--- config.mk ---
export PLATFORM = sky130hd
export DESIGN_NAME = ram_16x8_sync
export DESIGN_NICKNAME = d
export VERILOG_FILES = /design/src/rtl/ram_16x8_sync.sv
export SDC_FILE = /design/constraint.sdc
export NUM_CORES = 1
export LEC_CHECK = 0
export ABC_AREA = 1
export CAP_MARGIN = 20
export CORE_UTILIZATION = 60
export CTS_CLUSTER_SIZE = 40
export DETAILED_ROUTE_END_ITERATION = 7
export HOLD_SLACK_MARGIN = 0.02
export PLACE_DENSITY = 0.77
export SLEW_MARGIN = 10
export SYNTH_ARGS = -nofsm -noshare
export SYNTH_HDL_FRONTEND = slang
export SYNTH_SLANG_ARGS = --single-unit
--- constraint.sdc ---
create_clock -name clk -period 1.6 [get_ports clk]
set_clock_uncertainty 0.15 [all_clocks]
set_input_delay 0.24 -clock clk [delete_from_list [all_inputs] [get_ports clk]]
set_output_delay 0.24 -clock clk [all_outputs]
set_load 0.03 [all_outputs]
--- src/rtl/ram_16x8_sync.sv ---
// 16 x 8 single-port RAM: synchronous write, registered write-first read, sync active-high reset.
// Define RAM_16X8_PARITY_EN to store an even-parity bit per entry and expose par_err.
module ram_16x8_sync (
  input  logic       clk,
  input  logic       rst,
  input  logic       wr_en,
  input  logic [3:0] addr,
  input  logic [7:0] din,
`ifdef RAM_16X8_PARITY_EN
  output logic [7:0] dout,
  output logic       par_err
`else
  output logic [7:0] dout
`endif
);

  localparam int unsigned Depth = 16;
`ifdef RAM_16X8_PARITY_EN
  localparam int unsigned WordW = 9;
`else
  localparam int unsigned WordW = 8;
`endif

  logic [WordW-1:0] mem_q [Depth];
  logic [WordW-1:0] mem_d [Depth];
  logic [7:0]       dout_q, dout_d;
  logic [WordW-1:0] wr_word;

`ifdef RAM_16X8_PARITY_EN
  logic perr_q, perr_d;

  // Stored word is {parity, data}; XOR over all 9 bits is 0 when consistent.
  assign wr_word = {^din, din};
`else
  assign wr_word = din;
`endif

  always_comb begin
    mem_d  = mem_q;
    dout_d = dout_q;
`ifdef RAM_16X8_PARITY_EN
    perr_d = 1'b0;
`endif
    if (wr_en) begin
      mem_d[addr] = wr_word;
      dout_d      = din;
    end else begin
      dout_d = mem_q[addr][7:0];
`ifdef RAM_16X8_PARITY_EN
      perr_d = ^mem_q[addr];
`endif
    end
  end

  always_ff @(posedge clk) begin
    if (rst) begin
      for (int i = 0; i < Depth; i++) begin
        mem_q[i] <= '0;
      end
      dout_q <= 8'h00;
`ifdef RAM_16X8_PARITY_EN
      perr_q <= 1'b0;
`endif
    end else begin
      mem_q  <= mem_d;
      dout_q <= dout_d;
`ifdef RAM_16X8_PARITY_EN
      perr_q <= perr_d;
`endif
    end
  end

  assign dout = dout_q;
`ifdef RAM_16X8_PARITY_EN
  assign par_err = perr_q;
`endif

endmodule

==> impl_summary.txt, run 1 <==
----------------------------------------------------
[Outcome]
  Status ... finished clean

[Power and ir drop]
  Static Leak ... around 3.3 nW
  Power Dens Cells ... 1100 nW/um^2
  Largest voltage drop on the vdd net ... 0.595 mV

[Worst setup path]
  Data required, critical path ... 1210 ps
  Setup crit end ... dout[3]
  Start of the worst register-to-register path ... mem_q[124]
  Gate family responsible for the most delay along the worst path ... flip-flops
  Number of logic stages on the critical path including buffering ... 1
  Worst-path fanout max ... 1
  Worst setup path class ... reg -> out
  Delay of the slowest critical-path stage ... about 350 ps
  CP Launch Type ... flip-flop
  Endpoint of the worst register-to-register path ... dout[4]
  Series of cell instances along the critical path ... clkdlybuf4s18_2
  Buffering stage count on the worst path with inverters included ... 1
  Sort of element at the end of the critical path ... output pin
  Critical path origin ... dout[3]
  Critical path data arrival time ... between 1000 and 1500 ps
  Register-to-register setup slack ... around 340 ps
  Logic depth of the worst register-to-register path ... 8
  Cell with the largest stage delay on the worst path ... dfxtp_1

[Final layout]
  Number of fillers in the final layout ... around 770
  Final nets ... between 1,000 and 1,500
  Fin util ... 0.763
  Area of the multi-input gates ... between 2000 and 3000 um^2
  Synthesis-to-layout area growth ... 22.1%
  Sequential cell area in the final layout ... roughly 2700 um^2
  Ant diodes ... 0
  Final design instance area without fill ... ~7600 um^2
  Fraction of layout instances using a drive strength above 1 ... 0.127

[Clock tree]
  Post-cts repair resize count ... 23
  Hold bufs inserted after CTS ... 0
  Total clock buffers created by CTS ... 17
  Clock latency on the worst-skew pair ... approximately 530 ps
  Clk root buf ... clkbuf_8
  H-Tree Level Count ... 4
  Clock-pin slew reported for the worst setup and hold paths after clock tree synthesis ... approximately 60 ps
  Clock sink total ... 136
  TritonCTS clock tree ... built
  Buffers from clock root to sink, at most ... 2
  Number of setup buffers added after CTS ... 0

[Place]
  Half-perimeter wire length after detailed placement ... approximately 12,000 um
  Global placer's final weighted congestion ... 0.977
  Total of buffers placed on input and output ports ... 22
  Instance area at placement ... roughly 6900 um^2

[Drt]
  Detail-routed net length per standard cell ... approximately 15 um
  First DRT Iteration DRCs ... around 460
  Detail-routed via count per cell ... between 5 and 6
  Count of nets left with antenna violations after detail routing ... 0
  Via Count ... about 6,400
  Count of unresolved DRC violations after routing ... 0
  Total iterations of the first detailed-routing run ... 6
  DRT Wirelength ... 17,900 um

[Die]
  Area of the placeable core ... 9910 um^2
  Floorplan die height ... approximately 100 um
  Io pins ... 23
  Chip width ... slightly above 100 um
  Die footprint ... between 10,000 and 15,000 um^2
  Row Count ... 36
  Initial Util ... 0.625

[Timing]
  Max Transition Viols Final ... 0
  Final setup violation count ... 0
  Setup TNS ... 0 ps
  RSZ-0062 raised after global routing ... yes
  Number of hold violations in the final report ... 0
  Least-Margin Pin Slew ... approximately 320 ps
  Hold WS ... ~300 ps
  Peak Freq ... between 0.6 and 0.7 GHz
  Period utilization ... 0.990
  Worst relative slew slack ... 0.786
  Post-layout min period ... roughly 1600 ps

[GRT]
  Pin count of the biggest net entering global routing ... 62
  Number of antenna violations at the first check in global routing ... 0
  Remaining Overflow, GRT ... 0
  Number of global-route vias before repair ... around 6,100
  Global-route wire length before repair ... between 20,000 and 30,000 um
  Tot GR Track Use ... 0.342

[Synth]
  Leading post-synthesis cells by instance count ... nand2_1 (270), nor2_1 (226), dfxtp_1 (136)
  Post-synthesis register bit count ... 136
  Dominant cell by count in the synthesized netlist ... nand2_1
  Total number of yosys warnings ... 0
  Combined area of all synthesized cells ... around 6200 um^2
  Portion of the post-synthesis area used by sequential elements ... 0.439
  Fraction of post-synthesis cell area in the top cell type by area ... 0.439
  Distinct cell type count after synthesis ... 20
  Net count after synthesis ... between 900 and 1,000
  Post-synth EDFFs ... 0
  Leading cell types by total area after synthesis ... dfxtp_1 (44%), nand2_1 (16%), nor2_1 (14%)
  Proportion of register bits with asynchronous set or reset after synthesis ... 0
  Dominant synthesized flop cell ... dfxtp_1
  Yosys top cell by area ... dfxtp_1
  Post-Synthesis Cells ... 962
  Post-Syn Area per Cell ... 6.44 um^2

[Min path]
  Worst Hold Class ... reg -> reg

[Job]
  # Max-Cap Violations ... 0

----------------------------------------------------
-- worst min-delay path: cells and delay by family, from the launching register on --
family | cells | cell delay, ps
DFF | 1 | 300
AOI/OAI and AO/OA | 1 | 50
buffers and inverters | 1 | 50
-- flip-flops by register name, summed over array words and instances (netlist names) --
signal	cells
mem_q	128
dout	8
-- cell usage in the layout (no fill, tap or decap), types with 2 or more instances in the layout --
cell and count:
o21ai_1 17, buf_12 14, nor2_4 3, bufinv_16 4, clkdlybuf4s15_2 6, clkbuf_16 16
a21oi_1 47, nand2_2 7, nand2_1 268, clkinv_2 5, inv_4 2, inv_1 47
clkdlybuf4s50_1 13, nor2_1 226, clkbuf_1 3, dfxtp_1 136, buf_4 47, nand3_1 18
inv_2 16, clkbuf_8 4, o21ai_0 119
-- stage by stage --
stage | power, mW | worst slack [ps] | cells
detailed placement | 4.32 | -442 | 1125
global route | 8.57 | -9.61 | 1157
floorplan | 3.98 | 187 | 962
CTS | 8.31 | 15.6 | 1157
global placement | 4.30 | -412 | 1125
finish | 8.32 | 16.6 | 1157
-- layout make-up --
cell class                      instances  area share
Clock buffer                           23      0.0617
Multi-Input combinational cell        708       0.392
Clock inverter                          9      0.0192
Sequential cell                       136       0.360
Inverter                               65      0.0329
Tap cell                              133      0.0220
Timing Repair Buffer                   83       0.112
-- power by group --
part	switching (mW)	total, mW	internal [mW]	leakage [nW]
clock	1.41	4.06	2.64	0.306
sequential	0.0343	3.50	3.47	1.10
combinational	0.480	0.765	0.286	1.87
-- worst min-delay path by stage --
stage | from | end | slack, ps | cells past startpoint
floorplan | din[0] | mem_q[0] | 240 | 2
global placement | mem_q[91] | mem_q[91] | 290 | 2
detailed placement | mem_q[122] | mem_q[122] | 290 | 2
CTS | mem_q[122] | mem_q[122] | 300 | 2
global route | rst | mem_q[25] | 310 | 3
finish | mem_q[122] | mem_q[122] | 300 | 2
-- cells by family after synthesis --
family | share of synthesized area
DFF | 0.439
AOI/OAI and AO/OA | 0.149
buffers and inverters | 0.0838
and+or+nand+nor | 0.328
-- per-layer routing --
metal	up-vias	GRT usage	wire [um]	part of all wire
met5	-	0	0	0
met4	0	0.150	509	0.028
met3	53	0.0755	1370	0.076
met2	292	0.568	8480	0.47
met1	2978	0.425	7540	0.42
li1	3099	-	-	-
(Power assumes the default switching activity.)
==> inputs of run 2 (changes only) <==
--- a/config.mk
+++ b/config.mk
@@ -7,11 +7,11 @@
 export LEC_CHECK = 0
 export ABC_AREA = 1
 export CAP_MARGIN = 20
-export CORE_UTILIZATION = 60
+export CORE_UTILIZATION = 50
 export CTS_CLUSTER_SIZE = 40
 export DETAILED_ROUTE_END_ITERATION = 7
 export HOLD_SLACK_MARGIN = 0.02
-export PLACE_DENSITY = 0.77
+export PLACE_DENSITY = 0.65
 export SLEW_MARGIN = 10
 export SYNTH_ARGS = -nofsm -noshare
 export SYNTH_HDL_FRONTEND = slang
==> run 2 against run 1 <==
Die area is 20% higher. Non-clock buffer count is 5 lower. Global-route usage is 4.4 points lower. Cell count is 2.4% higher. Via count is 4.3% lower. First-iteration DRC count is 28% higher. Worst setup slack better by 48 ps. Cell area is 0.94% lower. Largest power group unchanged. Utilization is 14 points lower. Fmax is 3.1% higher. Sequential share of layout area is 0.34 points higher. Critical path depth stayed put.
==> impl_summary.txt, run 2 (synthesis results as in run 1) <==
----------------------------------------------------
[Final layout]
  Max reg flops ... 128 (unchanged)
  Largest reg by FF count ... mem_q
  Synthesis-to-layout area growth ... 20.9%
  Ant diodes ... 0 (unchanged)
  Final design instance area without fill ... 7490 um^2 (-0.94%)
  Number of fillers in the final layout ... 1,095 (+43%)
  Commonest cells after routing, fill and taps aside ... nand2_1 (267), nor2_1 (226), dfxtp_1 (136)
  Commonest non-fill, non-tap cell in the layout ... nand2_1
  Final nets ... 1,021 (-0.49%)
  Fin util ... 0.621 (-0.142)
  Fraction of layout instances using a drive strength above 1 ... 0.116 (-0.0109)

[Power and ir drop]
  Power Dens Cells ... 1070 nW/um^2 (-2.6%)
  Static Leak ... 3.25 nW (-0.91%)
  Largest voltage drop on the vdd net ... 0.785 mV (+32%)
  Sum of internal, switching and leakage power ... 8.03 mW (-3.6%)

[Min path]
  Worst Hold Class ... reg -> reg

[Die]
  Row Count ... 40 (+11%)
  Chip width ... 113 um (+9.4%)
  Die footprint ... 12,800 um^2 (+20%)
  Io pins ... 23 (unchanged)
  Floorplan die height ... 113 um (+9.4%)
  Area of the placeable core ... 12,100 um^2 (+22%)
  Initial Util ... 0.514 (-0.112)

[Clock tree]
  Total clock buffers created by CTS ... 17 (unchanged)
  Clock sink total ... 136 (unchanged)
  H-Tree Level Count ... 4 (unchanged)
  TritonCTS clock tree ... built
  Clock-pin slew reported for the worst setup and hold paths after clock tree synthesis ... 50 ps (about the same)
  Buffers from clock root to sink, at most ... 2 (unchanged)
  Clock latency on the worst-skew pair ... 420 ps (-110 ps)
  Clk root buf ... clkbuf_16

[Worst setup path]
  Series of cell instances along the critical path ... dlygate4sd2_1
  Worst-path fanout max ... 1 (unchanged)
  Critical path data arrival time ... 1150 ps (-40 ps)
  CP Launch Type ... flip-flop
  Delay of the slowest critical-path stage ... 400 ps (+50 ps)
  Sort of element at the end of the critical path ... output pin
  Cell with the largest stage delay on the worst path ... dlygate4sd2_1
  Buffering stage count on the worst path with inverters included ... 1 (unchanged)
  Data required, critical path ... 1210 ps (about the same)
  Gate family responsible for the most delay along the worst path ... buffers and inverters
  Worst setup path class ... reg -> out

[Timing]
  RSZ-0062 raised after global routing ... no
  Max Transition Viols Final ... 0 (unchanged)
  Post-layout min period ... 1540 ps (-47.9 ps)
  Period utilization ... 0.960 (-0.0299)
  Setup TNS ... 0 ps (unchanged)
  Least-Margin Pin Slew ... 336 ps (+16.1 ps)
  Hold WS ... 302 ps (+2.35 ps)
  Worst relative slew slack ... 0.776 (-0.0108)
  Final setup violation count ... 0 (unchanged)
  Peak Freq ... 0.651 GHz (+3.1%)
  Number of hold violations in the final report ... 0 (unchanged)

[Place]
  Instance area at placement ... 6900 um^2 (-0.67%)
  Half-perimeter wire length after detailed placement ... 12,700 um (+5.3%)
  Total of buffers placed on input and output ports ... 22 (unchanged)
  Global placer's final weighted congestion ... 0.968 (-0.94%)

[GRT]
  Met2 demand-to-capacity share in global routing ... 0.481 (-0.0862)
  Pin count of the biggest net entering global routing ... 54 (-13%)
  Global-route wire length before repair ... 28,900 um (-0.26%)
  Number of antenna violations at the first check in global routing ... 0 (unchanged)
  Tot GR Track Use ... 0.298 (-0.0441)
  Remaining Overflow, GRT ... 0 (unchanged)
  Layer with the highest usage ... met2
  Met3 layer usage reported by global route ... 0.0739 (-0.00160)
  Number of global-route vias before repair ... 5,628 (-7.3%)
  Met1 capacity usage during global routing ... 0.377 (-0.0482)

[Drt]
  Count of nets left with antenna violations after detail routing ... 0 (unchanged)
  Via Count ... 6,143 (-4.3%)
  Count of unresolved DRC violations after routing ... 0 (unchanged)
  Detail-routed net length per standard cell ... 15.3 um (-0.78%)
  Total iterations of the first detailed-routing run ... 5 (-1)
  Detail-routed via count per cell ... 5.18 (-6.6%)
  First DRT Iteration DRCs ... 582 (+28%)
  DRT Wirelength ... 18,200 um (+1.6%)

[Job]
  # Max-Cap Violations ... 0 (unchanged)

[Outcome]
  Status ... finished clean

----------------------------------------------------
-- run 2: cell types whose count changed in the layout (fill, tap and decap cells not counted), moves of 2 or more --
cell and change:
buf_12 -3, buf_4 -2, bufinv_16 -4, clkbuf_8 +7, clkdlybuf4s15_2 -5, clkinv_2 -5, dlygate4sd2_1 +8, o21ai_0 -2
o21ai_1 +2
-- run 2: final cells by class --
cell class,count,area [um^2],share of cell area
inverter,65,249,0.0332
tap,168,210,0.0281
sequential,136,2720,0.363
multi-input combinational,708,2960,0.395
timing repair buffer,78,764,0.102
clock buffer,30,584,0.0780
-- run 2: worst paths after layout --
path         cells after the start  slack, ps        end  startpoint
max                              1         60    dout[2]     dout[2]
max reg2reg                      8        300    dout[1]  mem_q[121]
min reg2reg                      2        300  mem_q[33]   mem_q[33]
min                              2        300  mem_q[33]   mem_q[33]
-- run 2: through the flow --
step,instances,setup WS [ps]
2_1_floorplan,962,187
4_1_cts,1183,51.0
3_3_place_gp,1153,-409
6_report,1185,64.5
3_5_place_dp,1153,-464
5_1_grt,1185,2.87
-- run 2: power by group --
group,switching (mW),internal [mW]
clock,1.36,2.42
sequential,0.0343,3.47
combinational,0.470,0.269
total,1.87,6.16
-- run 2: timing repair --
item / 4_1_cts / 5_1_grt
endpoints found under the setup margin: 20 / 31
hold buffers: 0 / 0
pin swaps: 0 / 1
gates resized for setup: 12 / 8
setup buffers: 0 / 2
-- run 2: routing by layer --
metal  wire length [um]  share of wire  vias up
li1                   -              -     3089
met1               7910           0.44     2805
met2               8380           0.46      211
met3               1420          0.078       38
met4                476          0.026        0
met5                  0              0        -
==> inputs of run 3 (changes only) <==
--- a/config.mk
+++ b/config.mk
@@ -8,7 +8,6 @@
 export ABC_AREA = 1
 export CAP_MARGIN = 20
 export CORE_UTILIZATION = 50
-export CTS_CLUSTER_SIZE = 40
 export DETAILED_ROUTE_END_ITERATION = 7
 export HOLD_SLACK_MARGIN = 0.02
 export PLACE_DENSITY = 0.65
==> results of run 3 <==
Final layout, timing and power as in run 2 (identical DEF).
